`config.mk`:
```
export PLATFORM = sky130hd
export DESIGN_NAME = comparator_bist_flat
export DESIGN_NICKNAME = d
export VERILOG_FILES = /design/src/rtl/comparator_bist_if.sv /design/src/rtl/comparator_bist.sv /design/src/flat_wrapper.sv
export SDC_FILE = /design/constraint.sdc
export NUM_CORES = 1
export LEC_CHECK = 0
export ABC_CLOCK_PERIOD_IN_PS = 2700
export CAP_MARGIN = 20
export CORE_ASPECT_RATIO = 1.5
export CORE_MARGIN = 5
export CORE_UTILIZATION = 30
export CTS_BUF_LIST = sky130_fd_sc_hd__clkbuf_4
export DETAILED_ROUTE_END_ITERATION = 10
export PLACE_DENSITY_LB_ADDON = 0.1
export SYNTH_ARGS = -nofsm -noshare
export SYNTH_HDL_FRONTEND = slang
export SYNTH_SLANG_ARGS = --single-unit
```
`constraint.sdc`:
```
create_clock -name clk -period 2.7 [get_ports clk]
set_input_delay 0.54 -clock clk [delete_from_list [all_inputs] [get_ports clk]]
set_output_delay 0.54 -clock clk [all_outputs]
set_load 0.03 [all_outputs]
```
`src/rtl/comparator_bist_if.sv`:
```
// Signal bundle between the comparator BIST controller (master) and the
// comparator under test plus its supervisor (slave).
interface comparator_bist_if;
  logic       start;
  logic [3:0] a_o;
  logic [3:0] b_o;
  logic       eq_i;
  logic       gt_i;
  logic       sm_i;
  logic       busy;
  logic       done;
  logic       pass;
  logic [8:0] err_cnt;
  logic [3:0] fail_a;
  logic [3:0] fail_b;

  modport master (
    input  start, eq_i, gt_i, sm_i,
    output a_o, b_o, busy, done, pass, err_cnt, fail_a, fail_b
  );

  modport slave (
    output start, eq_i, gt_i, sm_i,
    input  a_o, b_o, busy, done, pass, err_cnt, fail_a, fail_b
  );
endinterface

```
`src/rtl/comparator_bist.sv`:
```
// Exhaustive 4-bit comparator self-test: sweeps all 256 (A,B) pairs and logs mismatches.
// Optional feature: define COMPARATOR_BIST_STOP_ON_FAIL_EN to end the sweep at the first mismatch.
module comparator_bist #(
  parameter int unsigned SETTLE_CYCLES = 1
) (
  input  logic              clk,
  input  logic              rst_n,
  comparator_bist_if.master bus
);

  typedef enum logic [1:0] {S_IDLE, S_WAIT, S_CHECK, S_DONE} state_t;

  localparam logic [3:0] SETTLE_LD = 4'(SETTLE_CYCLES);
  localparam logic [8:0] ERR_MAX   = 9'd256;

  state_t     state_q;
  logic [7:0] index_q;
  logic [3:0] settle_q;
  logic [8:0] err_cnt_q;
  logic [3:0] fail_a_q;
  logic [3:0] fail_b_q;
  logic       busy_q;
  logic       done_q;
  logic       pass_q;

  logic [3:0] a_d;
  logic [3:0] b_d;
  logic [2:0] exp_flags;
  logic [2:0] got_flags;
  logic       mismatch;
  logic       stop_early;
  logic [8:0] err_cnt_d;

  function automatic logic [8:0] sat_inc(input logic [8:0] v);
    return (v >= ERR_MAX) ? ERR_MAX : v + 9'd1;
  endfunction

  assign a_d       = index_q[7:4];
  assign b_d       = index_q[3:0];
  assign exp_flags = {a_d == b_d, a_d > b_d, a_d < b_d};
  assign got_flags = {bus.eq_i, bus.gt_i, bus.sm_i};
  assign mismatch  = (exp_flags != got_flags);
  assign err_cnt_d = mismatch ? sat_inc(err_cnt_q) : err_cnt_q;

`ifdef COMPARATOR_BIST_STOP_ON_FAIL_EN
  assign stop_early = mismatch;
`else
  assign stop_early = 1'b0;
`endif

  always_ff @(posedge clk or negedge rst_n) begin
    if (!rst_n) begin
      state_q   <= S_IDLE;
      index_q   <= 8'd0;
      settle_q  <= 4'd0;
      err_cnt_q <= 9'd0;
      fail_a_q  <= 4'd0;
      fail_b_q  <= 4'd0;
      busy_q    <= 1'b0;
      done_q    <= 1'b0;
      pass_q    <= 1'b0;
    end else begin
      case (state_q)
        S_IDLE, S_DONE: begin
          if (bus.start) begin
            state_q   <= S_WAIT;
            index_q   <= 8'd0;
            settle_q  <= SETTLE_LD;
            err_cnt_q <= 9'd0;
            fail_a_q  <= 4'd0;
            fail_b_q  <= 4'd0;
            busy_q    <= 1'b1;
            done_q    <= 1'b0;
            pass_q    <= 1'b0;
          end
        end
        S_WAIT: begin
          // Counter is loaded with SETTLE_CYCLES, so leaving at 1 gives exactly that many WAIT cycles.
          settle_q <= settle_q - 4'd1;
          if (settle_q <= 4'd1) begin
            state_q <= S_CHECK;
          end
        end
        S_CHECK: begin
          err_cnt_q <= err_cnt_d;
          if (mismatch && (err_cnt_q == 9'd0)) begin
            fail_a_q <= a_d;
            fail_b_q <= b_d;
          end
          if ((index_q == 8'hFF) || stop_early) begin
            state_q <= S_DONE;
            busy_q  <= 1'b0;
            done_q  <= 1'b1;
            pass_q  <= (err_cnt_d == 9'd0);
          end else begin
            state_q  <= S_WAIT;
            index_q  <= index_q + 8'd1;
            settle_q <= SETTLE_LD;
          end
        end
        default: begin
          state_q <= S_IDLE;
          busy_q  <= 1'b0;
          done_q  <= 1'b0;
          pass_q  <= 1'b0;
        end
      endcase
    end
  end

  assign bus.a_o     = a_d;
  assign bus.b_o     = b_d;
  assign bus.busy    = busy_q;
  assign bus.done    = done_q;
  assign bus.pass    = pass_q;
  assign bus.err_cnt = err_cnt_q;
  assign bus.fail_a  = fail_a_q;
  assign bus.fail_b  = fail_b_q;

endmodule

```
`src/flat_wrapper.sv`:
```
// flat-port wrapper written by rule: the top's interface ports become plain ports
module comparator_bist_flat 
#(
  parameter int unsigned SETTLE_CYCLES = 1
)
  (clk, rst_n, bus_start, bus_eq_i, bus_gt_i, bus_sm_i, bus_a_o, bus_b_o, bus_busy, bus_done, bus_pass, bus_err_cnt, bus_fail_a, bus_fail_b);
  comparator_bist_if bus_i ();
  input  logic clk;
  input  logic rst_n;
  input wire logic [$bits(bus_i.start)-1:0] bus_start;
  input wire logic [$bits(bus_i.eq_i)-1:0] bus_eq_i;
  input wire logic [$bits(bus_i.gt_i)-1:0] bus_gt_i;
  input wire logic [$bits(bus_i.sm_i)-1:0] bus_sm_i;
  output wire logic [$bits(bus_i.a_o)-1:0] bus_a_o;
  output wire logic [$bits(bus_i.b_o)-1:0] bus_b_o;
  output wire logic [$bits(bus_i.busy)-1:0] bus_busy;
  output wire logic [$bits(bus_i.done)-1:0] bus_done;
  output wire logic [$bits(bus_i.pass)-1:0] bus_pass;
  output wire logic [$bits(bus_i.err_cnt)-1:0] bus_err_cnt;
  output wire logic [$bits(bus_i.fail_a)-1:0] bus_fail_a;
  output wire logic [$bits(bus_i.fail_b)-1:0] bus_fail_b;
  assign bus_i.start = bus_start;
  assign bus_i.eq_i = bus_eq_i;
  assign bus_i.gt_i = bus_gt_i;
  assign bus_i.sm_i = bus_sm_i;
  assign bus_a_o = bus_i.a_o;
  assign bus_b_o = bus_i.b_o;
  assign bus_busy = bus_i.busy;
  assign bus_done = bus_i.done;
  assign bus_pass = bus_i.pass;
  assign bus_err_cnt = bus_i.err_cnt;
  assign bus_fail_a = bus_i.fail_a;
  assign bus_fail_b = bus_i.fail_b;
  comparator_bist #(.SETTLE_CYCLES(SETTLE_CYCLES)) u_core (.clk(clk), .rst_n(rst_n), .bus(bus_i));
endmodule
```
; ---- After elaboration in Yosys (flattened, before gate mapping)
; Cells that the tools add are included.
; Widths: inputs -> output; s select.
[totals]
reg_bits = 34
input_bits = 6
out_inout_bits = 28
word_cells = 66
[op_classes]
addsub = 3
magnitude_cmp = 4
eq_ne = 11
mux = 27
reduce_logical = 12
[op_table]
columns = op, n
row1 = $mux 9, 3
row2 = $mux 4, 5
row3 = $logic_not 9->1, 2
row4 = $pmux 9 s2, 1
row5 = $mux 8, 2
row6 = $pmux 4 s2, 2
row7 = $pmux 8 s2, 1
row8 = $pmux 4 s3, 1
row9 = $add 9x1->9 const B, 1
row10 = $ge 9x9->1 const B, 1
row11 = $reduce_and 3->1, 3
row12 = $add 8x1->8 const B, 1
row13 = $eq 8x8->1 const B, 1
row14 = $mux 2, 3
row15 = $ne 2x1->1 const B, 3
row16 = $pmux 1 s2, 3
row17 = $pmux 2 s3, 1
row18 = $reduce_and 2->1, 3
row19 = $mux 1, 5
row20 = $eq 2x2->1 const B, 2
row21 = $eq 4x4->1, 1
row22 = $gt 4x4->1, 1
row23 = $le 4x1->1 const B, 1
row24 = $lt 4x4->1, 1
row25 = other kinds (8), 9

; ---- Depth between registers and ports, before layout
[depth]
depth_word = 6
depth_mapped = 11
depth_no_buf = 8

; ---- Worst setup path before layout
; No wires, ideal clock.
[synth_timing]
path_type = register -> register
from = reg u_core.index_q[1]
to = reg u_core.err_cnt_q[6] (netlist: u_core.bus.err_cnt[6])
setup_ns = 0.126
arrival_ns = 2.502
t_required_ns = 2.574
setup_slack_ns = 0.072
stages_incl_launch_ff = 10
path_buffers = 1
synth_period_minus_slack_ns = 2.628
cell_sequence = dfrtp_1 > inv_1 > ha_1 > nor2b_4 > o211a_4 > or4_4 > nand3_4 > buf_6 > nor2_1 > a311o_1
[synth_between]
elab_chain_cells = 4
word_cells_on_any_way = 6
cone_classes = 2 x order compare / 2 x eq/ne / 2 x mux
[synth_rtl]
columns = item, line
row1 = start: declaration, comparator_bist.sv:17  ; logic [7:0] index_q;
row2 = start signal: assignment, comparator_bist.sv:97  ; index_q <= index_q + 8'd1;
row3 = "$lt 4x4->1, or another cell as far along", comparator_bist.sv:40  ; assign exp_flags = {a_d == b_d, a_d > b_d, a_d < b_d};
row4 = $ne 3x3->1 *, comparator_bist.sv:42  ; assign mismatch = (exp_flags != got_flags);
row5 = $mux 9 *, comparator_bist.sv:43  ; assign err_cnt_d = mismatch ? sat_inc(err_cnt_q) : err_cnt_q;
row6 = $pmux 9 s2 *, comparator_bist.sv:63  ; case (state_q)
row7 = end signal: assignment, comparator_bist.sv:85  ; err_cnt_q <= err_cnt_d;
row8 = end: declaration, comparator_bist.sv:19  ; logic [8:0] err_cnt_q;
; Mark *: on every way between the ends. The rest lies on a longest branch, timed or not.
; A chain may end at the register's enable or synchronous reset.

; ---- Worst setup path after layout
[layout_timing]
from = reg u_core.index_q[1]
to = reg u_core.fail_a_q[3] (netlist: u_core.bus.fail_a[3])
[layout_between]
elab_chain_cells = 5
word_cells_on_any_way = 7
cone_classes = 2 x order compare / 3 x eq/ne / 2 x reduce/logical
[layout_rtl]
columns = item, line
row1 = "$lt 4x4->1, or another cell as far along", comparator_bist.sv:40
row2 = $ne 3x3->1 *, comparator_bist.sv:42
row3 = $logic_and 1x1->1 *, comparator_bist.sv:86  ; if (mismatch && (err_cnt_q == 9'd0)) begin
row4 = $ne 2x1->1 (no line) *, --
row5 = $reduce_and 3->1 (no line) *, --
row6 = end signal: assignment, comparator_bist.sv:57  ; fail_a_q <= 4'd0;
row7 = end signal: assignment, comparator_bist.sv:70  ; fail_a_q <= 4'd0;
row8 = end signal: assignment, comparator_bist.sv:87  ; fail_a_q <= a_d;
row9 = end: declaration, comparator_bist.sv:20  ; logic [3:0] fail_a_q;
; Marked as above.

==> results.yml <==
power_and_ir_drop:
  pwr-share-comb: 0.361
  p_seq_frac: 0.418
  p_switching_mw: 0.710
  p_int_mw: 1.08
  p_leak_nw: 1.19
  ir_drop_mv: 0.241
  p_sw_frac: 0.397
  pwr_density_cell_nw_per_um2: 625
  power_mw: 1.79
  clockPowerShare: 0.221
worst_setup_path:
  crit_fanout: 8
  crit_arrival_ns: 2.76
  critPathKind: "register to register"
  path_cells: "inv_1 -> ha_1 -> nor2b_4 -> o211a_4 -> o21ai_4 -> nand3_4 -> nor4_4 -> mux2i_1"
  r2r_cells: 8
  startpoint_type: "register"
  cpPeakStageDelay_ns: 0.68
  end_kind: "register"
  crit_path_top_delay_cell: "nor4_4"
  r2r-start: "u_core.index_q[1]$_DFFE_PN0P_"
  critPathLaunch: "u_core.index_q[1]$_DFFE_PN0P_"
  cp_data_required_time_ns: 2.96
yosys:
  yosysUniqueCellTypes: 54
  synth_top_family_by_area: "simple AND/OR/NAND/NOR gates"
  ys_warn_count: 0
  yosysSeqAreaShare: 0.374
  synthCells: 267
  synth-adder-area-share: 0.0659
  ys.flop_type: "dfrtp_1"
  synthMuxAreaShare: 0.0489
  syn-cell-area_um2: 2280
  synth_top_area_frac: 0.374
  ys_seq_elements: 34
  synthTopCellsByArea: "dfrtp_1 37%, nand2_1 6.8%, ha_1 6.6%"
  synth_edf_count: 0
  synthXorXnorAreaFrac: 0.0154
  synthArstFlopShare: 1.00
  synth-simple-area-share: 0.277
  synth_compound_area_frac: 0.165
  syn_nets: 285
  yosys.area.top_type: "dfrtp_1"
  synthesis.area_per_instance_um2: 8.53
sta:
  clock_skew_ns: 0.0213
  report.final.setup_viol: 0
  setup_tns_ns: 0
  max_freq_mhz: 400
  finalCritPeriodShare: 0.925
  setup_slack_ns: 0.201
  hold_ws_ns: 0.274
  rsz0062_at_grt: "no"
  slew_headroom: 0.447
  finalMaxSlewViolations: 0
  post-route-min-period_ns: 2.50
  worstMarginPinSlew_ns: 0.830
  hold_viol: 0
clocking:
  cts_resized: 0
  cts_buffer_depth: 2
  cts_tree: "built"
  clk_latency_ns: 0.35
  path_clk_slew_ns: 0.13
  postCtsHoldBufs: 0
  cts_setup_buffers: 0
  cts_buffers: 5
  h-tree-depth: 2
  tritoncts_num_sinks: 34
  cts_root_buffer: "clkbuf_4"
finish:
  diodes: 0
  regArea_um2: 851
  fin_area_um2: 2860
  layout-drive-gt1-share: 0.111
  fin_nets: 324
  multi_input_area_um2: 1310
  nFillCells: 830
  area.growth.synth_to_final_pct: 25.4
placed_design:
  placed_area_um2: 2770
  place_congestion: 0.819
  hpwl_um: 4870
  io_buffers: 33
  pre_cts_ws_ns: 0.171
min_path:
  holdCritPathClass: "input pin to asynchronous set/reset pin"
routing:
  drt_pre_antenna_iters: 4
  route.detailed.drc: 0
  vias_per_cell: 5.02
  first_iter_violations: 56
  avgRoutedWirePerCell_um: 15.6
  routed_wl_um: 6390
  vias: 2053
  ant_nets: 0
floorplan:
  dieArea_um2: 9470
  core_um2: 7510
  dieWidth_um: 81.1
  rows: 39
  fp.dieH_um: 117
  initial_core_util: 0.303
  ios: 34
global_route:
  grt_use_total: 0.150
  antenna_found_initial: 0
  grt_overflow: 0
  grt_pass1_wl_um: 10800
  grt_pass1_vias: 2132
  grt_max_degree: 35
outcome:
  outcome: "finished, final reports clean"
flow_run:
  drv_cap: 0
## cells in the final DEF, fill, tap and decap left out, types with 2 or more instances in the layout
master	netlist	final
clkbuf_4	0	5
dfrtp_1	34	34
nand4b_1	2	2
or2_2	2	2
clkdlybuf4s50_1	0	32
nand4_1	4	4
o21ai_1	3	3
nand2_1	41	41
a211o_1	2	2
a21oi_1	12	12
nand2b_1	5	5
or4_1	2	2
nor2_1	20	20
nor4b_1	2	2
mux2i_1	10	10
a22o_1	2	2
nand3_1	16	16
a311o_1	2	2
or3_1	4	4
o22ai_1	2	2
o21ai_4	2	2
inv_1	14	14
o21ai_0	18	18
buf_4	0	15
nor3_1	5	5
clkinvlp_4	0	2
nor4_1	5	5
xnor2_1	4	4
ha_1	12	12
o21a_1	2	2
## synthesized netlist by cell type (all sizes together), types with 5 or more instances
library cell  instances
nand2                41
dfrtp                34
nor2                 20
nor4                  6
a21oi                12
mux2i                10
nand3                17
clkbuf               13
ha                   12
o21ai                23
nor3                  5
inv                  14
nand2b                5
## final timing paths
check	to	slack [ns]
max reg2reg	u_core.bus.fail_a[3]$_DFFE_PN0P_	0.20
min	u_core.bus.err_cnt[0]$_DFFE_PN0P_	0.27
max	u_core.bus.fail_a[3]$_DFFE_PN0P_	0.20
max in group asynchronous	u_core.settle_q[0]$_DFFE_PN0P_	1.89
min reg2reg	u_core.settle_q[3]$_DFFE_PN0P_	0.49
min in group clk	u_core.settle_q[3]$_DFFE_PN0P_	0.49
## through the flow
step | instances | util
after floorplan | 267 | -
after global placement | 401 | 0.369
after detailed placement | 401 | 0.369
after CTS | 409 | 0.380
after global routing | 409 | 0.380
final | 409 | 0.380
## final cells by class
| cell class | instances | share of cell area |
|---|---|---|
| well taps | 102 | 0.0447 |
| repair buffers | 48 | 0.153 |
| multi-input cells | 203 | 0.457 |
| clock buffers | 5 | 0.0131 |
| flip-flops and latches | 34 | 0.298 |
| inverters | 14 | 0.0184 |
| clock inverters | 3 | 0.0158 |
## kinds of logic (layout without fill, tap and decap cells)
logic type                 count (synthesis)  in the layout
and+or+nand+nor                          120            120
AOI/OAI and AO/OA                         56             56
DFF                                       34             34
buffers and inverters                     30             70
adders and majority gates                 12             12
muxes                                     11             11
xor gates and xnor gates                   4              4
## state kept, by name (all words and copies together), names as in the netlist
| signal | flops |
|---|---|
| u_core.bus.err_cnt | 9 |
| u_core.index_q | 8 |
| u_core.bus.fail_a | 4 |
| u_core.bus.fail_b | 4 |
| u_core.settle_q | 4 |
| u_core.state_q | 2 |
| u_core.bus.busy | 1 |
| u_core.bus.done | 1 |
| u_core.bus.pass | 1 |
## power by group through the flow
| stage | sequential [mW] | clock (mW) | combinational [mW] |
|---|---|---|---|
| 2_1_floorplan | 0.844 | 0 | 0.300 |
| 3_3_place_gp | 0.763 | 0 | 0.654 |
| 3_5_place_dp | 0.762 | 0 | 0.653 |
| 4_1_cts | 0.751 | 0.422 | 0.655 |
| 5_1_grt | 0.767 | 0.442 | 0.704 |
| 6_report | 0.747 | 0.395 | 0.645 |
## per-layer routing
layer  GRT usage  vias to the layer above  wire, um  share of wire
li1            -                     1018         -              -
met1       0.166                     1002      2530           0.40
met2       0.282                       26      3610           0.56
met3      0.0247                        7       153          0.024
met4      0.0541                        0        95          0.015
met5           0                        -         0              0
## worst max-delay path: cells and delay by family, from the launching register on
kind | cells | cell delay, ns
mux | 1 | 0.26
buf+inv | 1 | 0.10
fa+ha+maj | 1 | 0.25
compound gates | 2 | 0.44
simple gates | 3 | 0.96
flops | 1 | 0.40
Note: power is estimated with default switching activity, not from simulation.
